<file path="src/rtl/sfifo_wm.sv">
// sfifo_wm: synchronous FIFO with programmable almost-full/almost-empty
// watermarks, show-ahead or registered read data, flush, and overflow/underflow
// error reporting. Depth need not be a power of two.
module sfifo_wm #(
    parameter int  FIFO_D   = 12,
    parameter int  FIFO_W   = 32,
    parameter int  FIFO_DLY = 0,
    parameter int  AF_TH    = FIFO_D - 2,
    parameter int  AE_TH    = 2,
    localparam int FIFO_ADR = $clog2(FIFO_D)
) (
    input  logic              clk,
    input  logic              rstn,
    input  logic              fifo_we,
    input  logic [FIFO_W-1:0] fifo_wd,
    input  logic              fifo_re,
    input  logic              fifo_fsh,
    output logic [FIFO_W-1:0] fifo_rd,
    output logic              fifo_rvld,
    output logic [FIFO_ADR:0] fifo_len,
    output logic              fifo_full,
    output logic              fifo_empt,
    output logic              fifo_afull,
    output logic              fifo_aempt,
    output logic              fifo_ovf,
    output logic              fifo_udf,
    output logic [1:0]        fifo_err
);

    // Parameter legality is enforced at elaboration time.
    if (FIFO_D < 2) begin : g_bad_depth
        $error("sfifo_wm: FIFO_D must be >= 2");
    end
    if (AF_TH < 1 || AF_TH > FIFO_D) begin : g_bad_af
        $error("sfifo_wm: AF_TH must be in 1..FIFO_D");
    end
    if (AE_TH < 0 || AE_TH > FIFO_D - 1) begin : g_bad_ae
        $error("sfifo_wm: AE_TH must be in 0..FIFO_D-1");
    end
    if (FIFO_DLY != 0 && FIFO_DLY != 1) begin : g_bad_dly
        $error("sfifo_wm: FIFO_DLY must be 0 or 1");
    end

    localparam int LEN_W = FIFO_ADR + 1;
    localparam logic [FIFO_ADR:0]   LEN_MAX  = LEN_W'(FIFO_D);
    localparam logic [FIFO_ADR:0]   LEN_AF   = LEN_W'(AF_TH);
    localparam logic [FIFO_ADR:0]   LEN_AE   = LEN_W'(AE_TH);
    localparam logic [FIFO_ADR-1:0] PTR_LAST = FIFO_ADR'(FIFO_D - 1);

    logic [FIFO_W-1:0]   mem [FIFO_D];
    logic [FIFO_ADR-1:0] wptr;
    logic [FIFO_ADR-1:0] rptr;
    logic                push_ok;
    logic                pop_ok;

    // Pointer increment with explicit wrap so non-power-of-two depths work.
    function automatic logic [FIFO_ADR-1:0] next_ptr(input logic [FIFO_ADR-1:0] p);
        return (p == PTR_LAST) ? '0 : p + 1'b1;
    endfunction

    // Accept decisions: pop only when non-empty; push when not full, or when
    // full and a pop frees a slot in the same cycle.
    always_comb begin
        pop_ok  = fifo_re && (fifo_len != '0);
        push_ok = fifo_we && ((fifo_len != LEN_MAX) || pop_ok);
    end

    // Pointers and occupancy; flush zeroes them and ignores same-cycle requests.
    always_ff @(posedge clk) begin
        if (!rstn) begin
            wptr     <= '0;
            rptr     <= '0;
            fifo_len <= '0;
        end else if (fifo_fsh) begin
            wptr     <= '0;
            rptr     <= '0;
            fifo_len <= '0;
        end else begin
            if (push_ok) wptr <= next_ptr(wptr);
            if (pop_ok)  rptr <= next_ptr(rptr);
            case ({push_ok, pop_ok})
                2'b10:   fifo_len <= fifo_len + 1'b1;
                2'b01:   fifo_len <= fifo_len - 1'b1;
                default: fifo_len <= fifo_len;
            endcase
        end
    end

    // Error pulses one cycle after a rejected request, plus sticky summary.
    always_ff @(posedge clk) begin
        if (!rstn || fifo_fsh) begin
            fifo_ovf <= 1'b0;
            fifo_udf <= 1'b0;
            fifo_err <= '0;
        end else begin
            fifo_ovf <= fifo_we && !push_ok;
            fifo_udf <= fifo_re && !pop_ok;
            fifo_err <= fifo_err | {fifo_re && !pop_ok, fifo_we && !push_ok};
        end
    end

    // Storage write; contents are deliberately not reset.
    always_ff @(posedge clk) begin
        if (rstn && !fifo_fsh && push_ok) begin
            mem[wptr] <= fifo_wd;
        end
    end

    // Status flags decoded from the registered occupancy.
    assign fifo_full  = (fifo_len == LEN_MAX);
    assign fifo_empt  = (fifo_len == '0);
    assign fifo_afull = (fifo_len >= LEN_AF);
    assign fifo_aempt = (fifo_len <= LEN_AE);

    if (FIFO_DLY == 0) begin : g_showahead
        // Head entry presented combinationally.
        assign fifo_rd   = mem[rptr];
        assign fifo_rvld = fifo_re && !fifo_empt;
    end else begin : g_registered
        // Head entry captured on an accepted pop; the read of mem[rptr]
        // happens before a same-cycle push at full can overwrite that slot.
        always_ff @(posedge clk) begin
            if (!rstn) begin
                fifo_rd   <= '0;
                fifo_rvld <= 1'b0;
            end else if (fifo_fsh) begin
                fifo_rvld <= 1'b0;
            end else begin
                fifo_rvld <= pop_ok;
                if (pop_ok) fifo_rd <= mem[rptr];
            end
        end
    end

endmodule

</file>
<file path="config.mk">
export PLATFORM = sky130hd
export DESIGN_NAME = sfifo_wm
export DESIGN_NICKNAME = d
export VERILOG_FILES = /design/src/rtl/sfifo_wm.sv
export SDC_FILE = /design/constraint.sdc
export NUM_CORES = 1
export LEC_CHECK = 0
export ABC_AREA = 1
export BUFFER_PORTS_ARGS = -buffer_cell sky130_fd_sc_hd__buf_4
export CAP_MARGIN = 40
export CORE_MARGIN = 5
export CORE_UTILIZATION = 40
export CTS_CLUSTER_SIZE = 28
export DETAILED_ROUTE_END_ITERATION = 8
export RECOVER_POWER = 25
export SLEW_MARGIN = 25
export SYNTH_ARGS = -nofsm -noshare
export SYNTH_HDL_FRONTEND = slang
export SYNTH_SLANG_ARGS = --single-unit
</file>
<file path="constraint.sdc">
create_clock -name clk -period 3.6 [get_ports clk]
set_input_delay 0 -clock clk [delete_from_list [all_inputs] [get_ports clk]]
set_output_delay 0 -clock clk [all_outputs]
set_load 0.005 [all_outputs]
</file>
; ---- Yosys cells after proc, flatten, opt, wreduce, memory -nomap -nowiden
; Memories as Yosys holds them, arrays and structs flattened. A register that Yosys moved wholly into a read port is not among the register bits.
; Index checks and enable logic that the tools add are counted.
[classes]
addsub = 4
magnitude_cmp = 2
n_eq_ne = 6
muxes = 7
bitwise = 2
n_reduce_logical = 18
[ops]
columns = operator, n
row1 = $mux W4, 4
row2 = $pmux W5 S2, 1
row3 = $add A4 B1 Y4 const B, 2
row4 = $eq A4 B4 Y1 const B, 2
row5 = $logic_and A1 B1 Y1, 7
row6 = $add A5 B1 Y5 const B, 1
row7 = $eq A5 B4 Y1 const B, 1
row8 = $ge A5 B4 Y1 const B, 1
row9 = $le A5 B2 Y1 const B, 1
row10 = $logic_not A1 Y1, 5
row11 = $logic_not A5 Y1, 1
row12 = $ne A5 B4 Y1 const B, 1
row13 = $reduce_bool A5 Y1, 1
row14 = $sub A5 B1 Y5 const B, 1
row15 = $eq A2 B1 Y1 const B, 1
row16 = $eq A2 B2 Y1 const B, 1
row17 = $logic_or A1 B1 Y1, 2
row18 = $mux W1, 2
row19 = $or A2 B2 Y2, 1
row20 = $reduce_bool A2 Y1, 1
row21 = $reduce_or A2 Y1, 1
row22 = $not A1 Y1, 1
[totals]
ff_bits = 17
ram_bits = 384
inputBits = 37
out_inout_bits = 46
word_cells = 46
mem_count = 1
[mem_list]
columns = memory, depth, word_bits, rd, rd_ports_with_merged_regs, write_ports, line
row1 = mem, 12, 32, 1, 1, 1, 50  ; logic [FIFO_W-1:0] mem [FIFO_D];

; ---- Longest topological paths before layout
; Gate-level depths: netlist (run 1).
[depth]
depth_word = 7
mapped_depth = 13
mapped_depth_nobuf = 13

; ---- Least setup slack after synthesis (run 1)
; Ideal clock, no wire load.
[synth_path]
path_kind = flip-flop to flip-flop
startpoint = reg fifo_len[4]
endpoint = mem mem[0][0] (enable)
setup_ns = 0.461
arrival_ns = 3.180
t_required_ns = 3.139
setup_slack_ns = -0.041
path_stages_with_launch = 7
n_path_buf = 0
period_less_slack_ns = 3.641
path_cell_list = dfxtp_1 > nor2_2 > nand3_2 > nand2_4 > nand2_4 > nand3_2 > nor3_1
[synth_between]
elab_chain_len = 7
elab_cells_between_ends = 8
[synth_rtl]
columns = element, line
row1 = from (decl), 20  ; output logic [FIFO_ADR:0] fifo_len,
row2 = from (signal assigned), 82  ; 2'b10: fifo_len <= fifo_len + 1'b1;
row3 = from (signal assigned), 83  ; 2'b01: fifo_len <= fifo_len - 1'b1;
row4 = from (signal assigned), 84  ; default: fifo_len <= fifo_len;
row5 = $reduce_bool A5 Y1, 64  ; pop_ok = fifo_re && (fifo_len != '0);
row6 = $logic_and A1 B1 Y1, 64
row7 = $logic_or A1 B1 Y1 *, 65  ; push_ok = fifo_we && ((fifo_len != LEN_MAX) || pop_ok);
row8 = $logic_and A1 B1 Y1 *, 65
row9 = $logic_and A1 B1 Y1 *, 104  ; if (rstn && !fifo_fsh && push_ok) begin
row10 = $mux W1 *, 104
row11 = $mux W1 (implied by the code) *, 105  ; mem[wptr] <= fifo_wd;
row12 = to (decl), 50
; Every way passes the cells marked *; elsewhere a longest branch is shown, timed or not.

==> results.yml, run 1 <==
timing:
  fin_crit_sh: 0.729
  slew_violations: 0
  rsz0062_at_grt: "false"
  setup_slack_ps: 976
  fin_crit_ps: 2620
  setup_violations: 0
  worst_slew_pin_slew_ps: 790
  finalClockSkew_ps: 21.9
  final_hold_viol_count: 0
  whs_ps: 304
  max_slew_margin: 0.473
  max_freq_mhz: 381
floorplanning:
  die-area_um2: 44700
  rows: 73
  initial_utilization: 0.407
  die_h_um: 211
  die_width_um: 211
  design.core.area_um2: 39900
  io_pins: 83
clock_network:
  cts_root_buffer: "clkbuf_16"
  cts_tree: "built"
  insertion_delay_ps: 530
  numCtsBuffers: 43
  post_cts_resized: 0
  clockBufferDepth: 3
  clk_pin_slew_ps: 60
  cts.sinks: 405
  h-tree-depth: 2
grt:
  antenna_found_initial: 1
  grt_overflow: 0
  grt_start_max_net_pins: 67
  grtUsageTotal: 0.170
  grt_pass1_wl_um: 59500
  grt_pass1_vias: 10166
yosys:
  synth-warning-count: 0
  synth_top_area_share: 0.711
  synthDistinctLibCells: 35
  syn-num-nets: 1339
  synthTopCellsByArea: "edfxtp_1, nor2_1, o21ai_0"
  syn_inst: 1293
  ys_seq_area_frac: 0.736
  avgSynthCellArea_um2: 12.6
  synth_seq_cells: 405
  syn_area_um2: 16200
  yosys.area.top_type: "edfxtp_1"
setup_path:
  r2r_start: "fifo_len[2]$_SDFFE_PP0P_"
  slowest_stage: "inv_2"
  cp_data_arrival_time_ps: 2620
  rr_worst_depth: 7
  reg2reg_slack_ps: 1190
  cp-endpoint: "fifo_rd[1]"
  path_cells: "inv_2 > buf_4 > o21ai_0 > o22ai_1 > nand2_1 > a31oi_1 > buf_4"
  slowest_delay_ps: 490
  cp-start-kind: "flip-flop"
  cp_num_buf_inv: 3
  path_class: "reg2out"
  cp_common_cell: "buf_4"
  endpoint_kind: "output pin"
  r2r_end: "mem[3][4]$_DFFE_PP_"
  crit_family: "buffers and inverters"
  crit_fanout: 30
  required_ps: 3600
  cp.depth: 7
power:
  vdd_drop_max_mv: 0.289
  finalPower_mw: 9.93
  p_leak_nw: 6.50
  p_per_area_nw_per_um2: 523
cells_and_area:
  area_growth_pct: 17.1
  nNetsFinal: 1458
  fin_util: 0.476
  drive_gt1_frac: 0.125
  stdcell_count: 1969
routing:
  wl_per_cell_um: 19.5
  drtAntennaViolNets: 0
  wirelength_um: 38400
  dr.first_iter.drc_count: 738
  drt_first_pass_iters: 5
  vias: 10277
  post-route-drc-count: 0
  vias_per_cell: 5.22
job:
  maxCapViolations: 0
place:
  pre_cts_slack_ps: 1200
  port_buffers: 82
  dp_cells: 1856
  gp_congestion: 0.774
  hpwlAfterDp_um: 21300
outcome:
  status: "finished clean"
hold_path:
  hp-class: "in2reg"
## layout by cell type (no fill, tap or decap), types with 16 or more instances in the layout
cell type and count:
dfxtp_1 17, nor2_1 255, dlygate4sd3_1 36, o21ai_0 167
inv_1 25, nand2_1 162, clkbuf_1 32, o22ai_1 37
a21oi_1 26, edfxtp_1 384, o21ai_1 19, a31oi_1 16
buf_4 89, clkbuf_16 43, nand3_1 27
## registers in the layout (all words and copies together) (netlist names), named ones only
| register | count |
|---|---|
| fifo_ovf | 1 |
| fifo_len | 5 |
| mem | 384 |
| rptr | 4 |
| fifo_err | 2 |
| fifo_udf | 1 |
| wptr | 4 |
## synth_stat cells
| cell type | instances |
|---|---|
| nand2_2 | 2 |
| o22ai_1 | 37 |
| buf_6 | 15 |
| inv_1 | 25 |
| o211ai_2 | 1 |
| dfxtp_1 | 21 |
| clkbuf_1 | 30 |
| nor2_1 | 260 |
| clkbuf_2 | 4 |
| inv_2 | 3 |
| o21ai_0 | 167 |
| o21a_1 | 1 |
| o21ai_2 | 1 |
| nor2_2 | 3 |
| a21oi_1 | 26 |
| xor2_1 | 3 |
| nand2_4 | 3 |
| buf_1 | 1 |
| buf_8 | 2 |
| nand3_2 | 2 |
| ha_1 | 8 |
| nand2_1 | 162 |
| buf_4 | 9 |
| buf_2 | 18 |
| o221ai_1 | 14 |
| inv_4 | 1 |
| a31oi_1 | 16 |
| o211ai_1 | 14 |
| edfxtp_1 | 384 |
| o21ai_1 | 19 |
| nand3_1 | 27 |
| nor3_1 | 8 |
| xnor2_1 | 1 |
| fa_1 | 1 |
| nand4_1 | 4 |
## worst reg2reg max path: stages, from the launching register on
cell and delay [ps]:
dfxtp_1 440, inv_1 120, nand3_2 120, nand2_4 100
nand2_4 130, nand3_2 290, nor2_4 570, buf_4 350
## power by group
part / leakage [nW] / total (mW) / internal (mW) / switching (mW)
Clock: 0.641 / 4.14 / 2.42 / 1.72
Combinational: 2.23 / 0.597 / 0.218 / 0.379
Sequential: 3.63 / 5.19 / 5.18 / 0.0143
Total: 6.50 / 9.93 / 7.82 / 2.11
## timing repair
item / 4_1_cts / 5_1_grt
hold buffers: 36 / 0
hold endpoints to repair: 405 / 0
setup buffers: 0 / 0
## final cells by class
type	count	area (µm²)
clock buffer	53	1120
timing repair buffer	153	1210
clock inverter	23	183
antenna	1	2.50
fill	3556	20900
inverter	29	116
tap	525	657
sequential	405	12000
multi-input combinational	780	3750
## metal layers
layer | wire (µm) | track usage
met1 | 17000 | 0.232
met2 | 19000 | 0.289
met3 | 1650 | 0.0221
met4 | 820 | 0.0438
met5 | 0 | 0
## how the worst min path moves through the flow
stage	startpoint	endpoint	slack, ps	cells after the start
floorplan	fifo_wd[0]	mem[0][0]$_DFFE_PP_	100	0
global placement	fifo_wd[1]	mem[5][1]$_DFFE_PP_	270	1
detailed placement	fifo_wd[28]	mem[8][28]$_DFFE_PP_	270	1
CTS	fifo_wd[9]	mem[10][9]$_DFFE_PP_	270	2
global route	fifo_wd[30]	mem[3][30]$_DFFE_PP_	330	2
finish	fifo_re	fifo_udf$_SDFF_PP0_	300	4
## through the flow
| step | instance area (µm²) | setup TNS [ps] |
|---|---|---|
| global placement | 17400 | 0 |
| finish | 19000 | 0 |
| detailed placement | 17400 | 0 |
| global route | 19000 | 0 |
| CTS | 19100 | 0 |
| floorplan | 16200 | -9280 |
## kinds of logic after synthesis
| logic type | after synthesis | share of synthesized area |
|---|---|---|
| buffers and inverters | 108 | 0.0372 |
| AND/OR/NAND/NOR | 471 | 0.115 |
| AO/OA/AOI/OAI | 296 | 0.102 |
| adder cells (fa/ha/maj) | 9 | 0.00740 |
| flip-flops | 405 | 0.736 |
| XOR/XNOR | 4 | 0.00216 |
Note: power is estimated with default switching activity, not from simulation.
==> inputs of run 2 (changes only) <==
clock period = 2.2 ns   (was 3.6 ns; I/O delays follow)
==> run 2 against run 1 <==
  * Clock power is 69% higher
  * Clock skew decreased by 14 ps
  * Final cell count up 2.0%
  * Clock-buffer cell count up 2
  * Sequential share of layout area down 3.2 points
  * First-iteration DRC count is 39% higher
  * Setup slack got worse by 910 ps
  * Total power grew 68%
  * Critical endpoint is now fifo_rd[27]
==> results.yml, run 2 (synthesis gave the netlist of run 1 again) <==
outcome:
  status: "finished clean"
cells_and_area:
  design_area_um2: 20000
  area_growth_pct: 23.4
  layout_common_cells: "edfxtp_1, nor2_1, nand2_1"
  drive_gt1_frac: 0.170
  n_antenna_cell: 0
  layout_commonest_cell: "edfxtp_1"
  largest_reg_flops: 384
  biggestRegsByFlops: "mem: 384 flops, fifo_len: 5 flops"
  stdcell_count: 2008
  fin_util: 0.502
  nNetsFinal: 1497
  top_register: "mem"
timing:
  worst_slew_pin_slew_ps: 597
  max_freq_mhz: 469
  fin_crit_ps: 2130
  fin_crit_sh: 0.970
  max_slew_margin: 0.602
  finalClockSkew_ps: 8.39
  setup_violations: 0
  final_hold_viol_count: 0
  rsz0062_at_grt: "true"
  slew_violations: 0
  whs_ps: 34.6
grt:
  grtUsageTotal: 0.175
  grt_pass1_wl_um: 61400
  antenna_found_initial: 0
  grt_overflow: 0
  grt_start_max_net_pins: 72
  grt_pass1_vias: 10491
place:
  port_buffers: 82
  dp_cells: 1867
  dpl_cell_area_um2: 17700
  gp_congestion: 0.782
  hpwlAfterDp_um: 22100
floorplanning:
  die-area_um2: 44700
  design.core.area_um2: 39900
  initial_utilization: 0.407
  io_pins: 83
  die_h_um: 211
  rows: 73
  die_width_um: 211
clock_network:
  cts_root_buffer: "clkbuf_16"
  clk_pin_slew_ps: 60
  h-tree-depth: 2
  numCtsBuffers: 42
  cts.sinks: 405
  clockBufferDepth: 3
  cts_tree: "built"
  insertion_delay_ps: 550
routing:
  vias: 10682
  dr.first_iter.drc_count: 1028
  drtAntennaViolNets: 0
  wirelength_um: 41700
  wl_per_cell_um: 20.8
  vias_per_cell: 5.32
  post-route-drc-count: 0
  drt_first_pass_iters: 5
hold_path:
  min_path_cells: 6
  whs_endpoint: "fifo_len[4]$_SDFFE_PP0P_"
  min-delay-start: "rstn"
  hp-class: "in2reg"
setup_path:
  cp_common_cell: "buf_12"
  path_cells: "buf_12 > buf_8 > buf_12 > clkbuf_16 > o21ai_1 > o22ai_1 > nand2_1 > a31oi_2 > buf_4"
  r2r_end: "fifo_len[3]$_SDFFE_PP0P_"
  slowest_delay_ps: 380
  slowest_stage: "dfxtp_4"
  cp-start-kind: "flip-flop"
  cp_data_arrival_time_ps: 2130
  reg2reg_slack_ps: 180
  path_class: "reg2out"
  rr_worst_depth: 12
  required_ps: 2200
  endpoint_kind: "output pin"
  r2r_start: "fifo_len[0]$_SDFFE_PP0P_"
  crit_fanout: 8
power:
  vdd_drop_max_mv: 0.837
  p_per_area_nw_per_um2: 833
  p_leak_nw: 6.95
  finalPower_mw: 16.7
job:
  maxCapViolations: 0
-- run 2: cell types whose count changed in the layout (fill, tap and decap cells not counted), sizes merged --
cell | before | now
clkbuf | 76 | 84
buf | 94 | 125
bufbuf | 0 | 1
diode | 1 | 0
-- run 2: routing by layer --
metal / wire [µm] / track usage / vias to the layer above
met5: 0 / 0 / -
li1: - / - / 4988
met3: 2270 / 0.0304 / 78
met2: 20600 / 0.293 / 322
met4: 1020 / 0.0540 / 0
met1: 17800 / 0.236 / 5294
-- run 2: critical path: cells and delay by family (launching register included) --
kind                   cells  cell delay (ps)
AOI/OAI and AO/OA          3              430
buffers and inverters      5              650
DFF                        1              380
and+or+nand+nor            1              110
-- run 2: cell type report --
| cell class | instances | area [µm²] |
|---|---|---|
| inverter | 29 | 145 |
| tap | 525 | 657 |
| timing repair inverter | 2 | 22.5 |
| timing repair buffer | 191 | 1960 |
| clock buffer | 55 | 1170 |
| clock inverter | 21 | 169 |
| multi-input combinational | 780 | 3930 |
| fill | 3420 | 19900 |
| sequential | 405 | 12000 |
-- run 2: timing repair --
| action | 4_1_cts | 5_1_grt |
|---|---|---|
| endpoints found under the setup margin | 32 | 30 |
| endpoints found under the hold margin | 405 | 0 |
| gates cloned | 2 | 12 |
| hold buffers | 36 | 0 |
| setup buffers | 1 | 14 |
| pin swaps | 1 | 17 |
| gates resized for setup | 9 | 53 |
-- run 2: metrics by stage --
step / setup TNS, ps / setup slack, ps
floorplan: -1240 / -17.6
global placement: 0 / 278
detailed placement: 0 / 187
CTS: -53.9 / -18.9
global route: -286 / -38.4
finish: 0 / 66.7
-- run 2: power by group --
group / internal (mW) / switching, mW / leakage [nW] / total [mW]
Sequential: 8.47 / 0.0281 / 3.63 / 8.50
Combinational: 0.492 / 0.717 / 2.66 / 1.21
Clock: 4.10 / 2.88 / 0.658 / 6.98
Total: 13.1 / 3.63 / 6.95 / 16.7
-- run 2: worst max path at each step --
stage / from / end / slack (ps) / cells past startpoint
floorplan: fifo_len[3]$_SDFFE_PP0P_ / mem[3][0]$_DFFE_PP_ / -20 / 6
CTS: flip-flop / fifo_rd[28] / -20 / 8
global placement: fifo_len[0]$_SDFFE_PP0P_ / fifo_len[4]$_SDFFE_PP0P_ / 280 / 11
detailed placement: fifo_len[0]$_SDFFE_PP0P_ / fifo_len[3]$_SDFFE_PP0P_ / 190 / 12
finish: flip-flop / fifo_rd[27] / 70 / 9
global route: flip-flop / fifo_rd[11] / -40 / 7
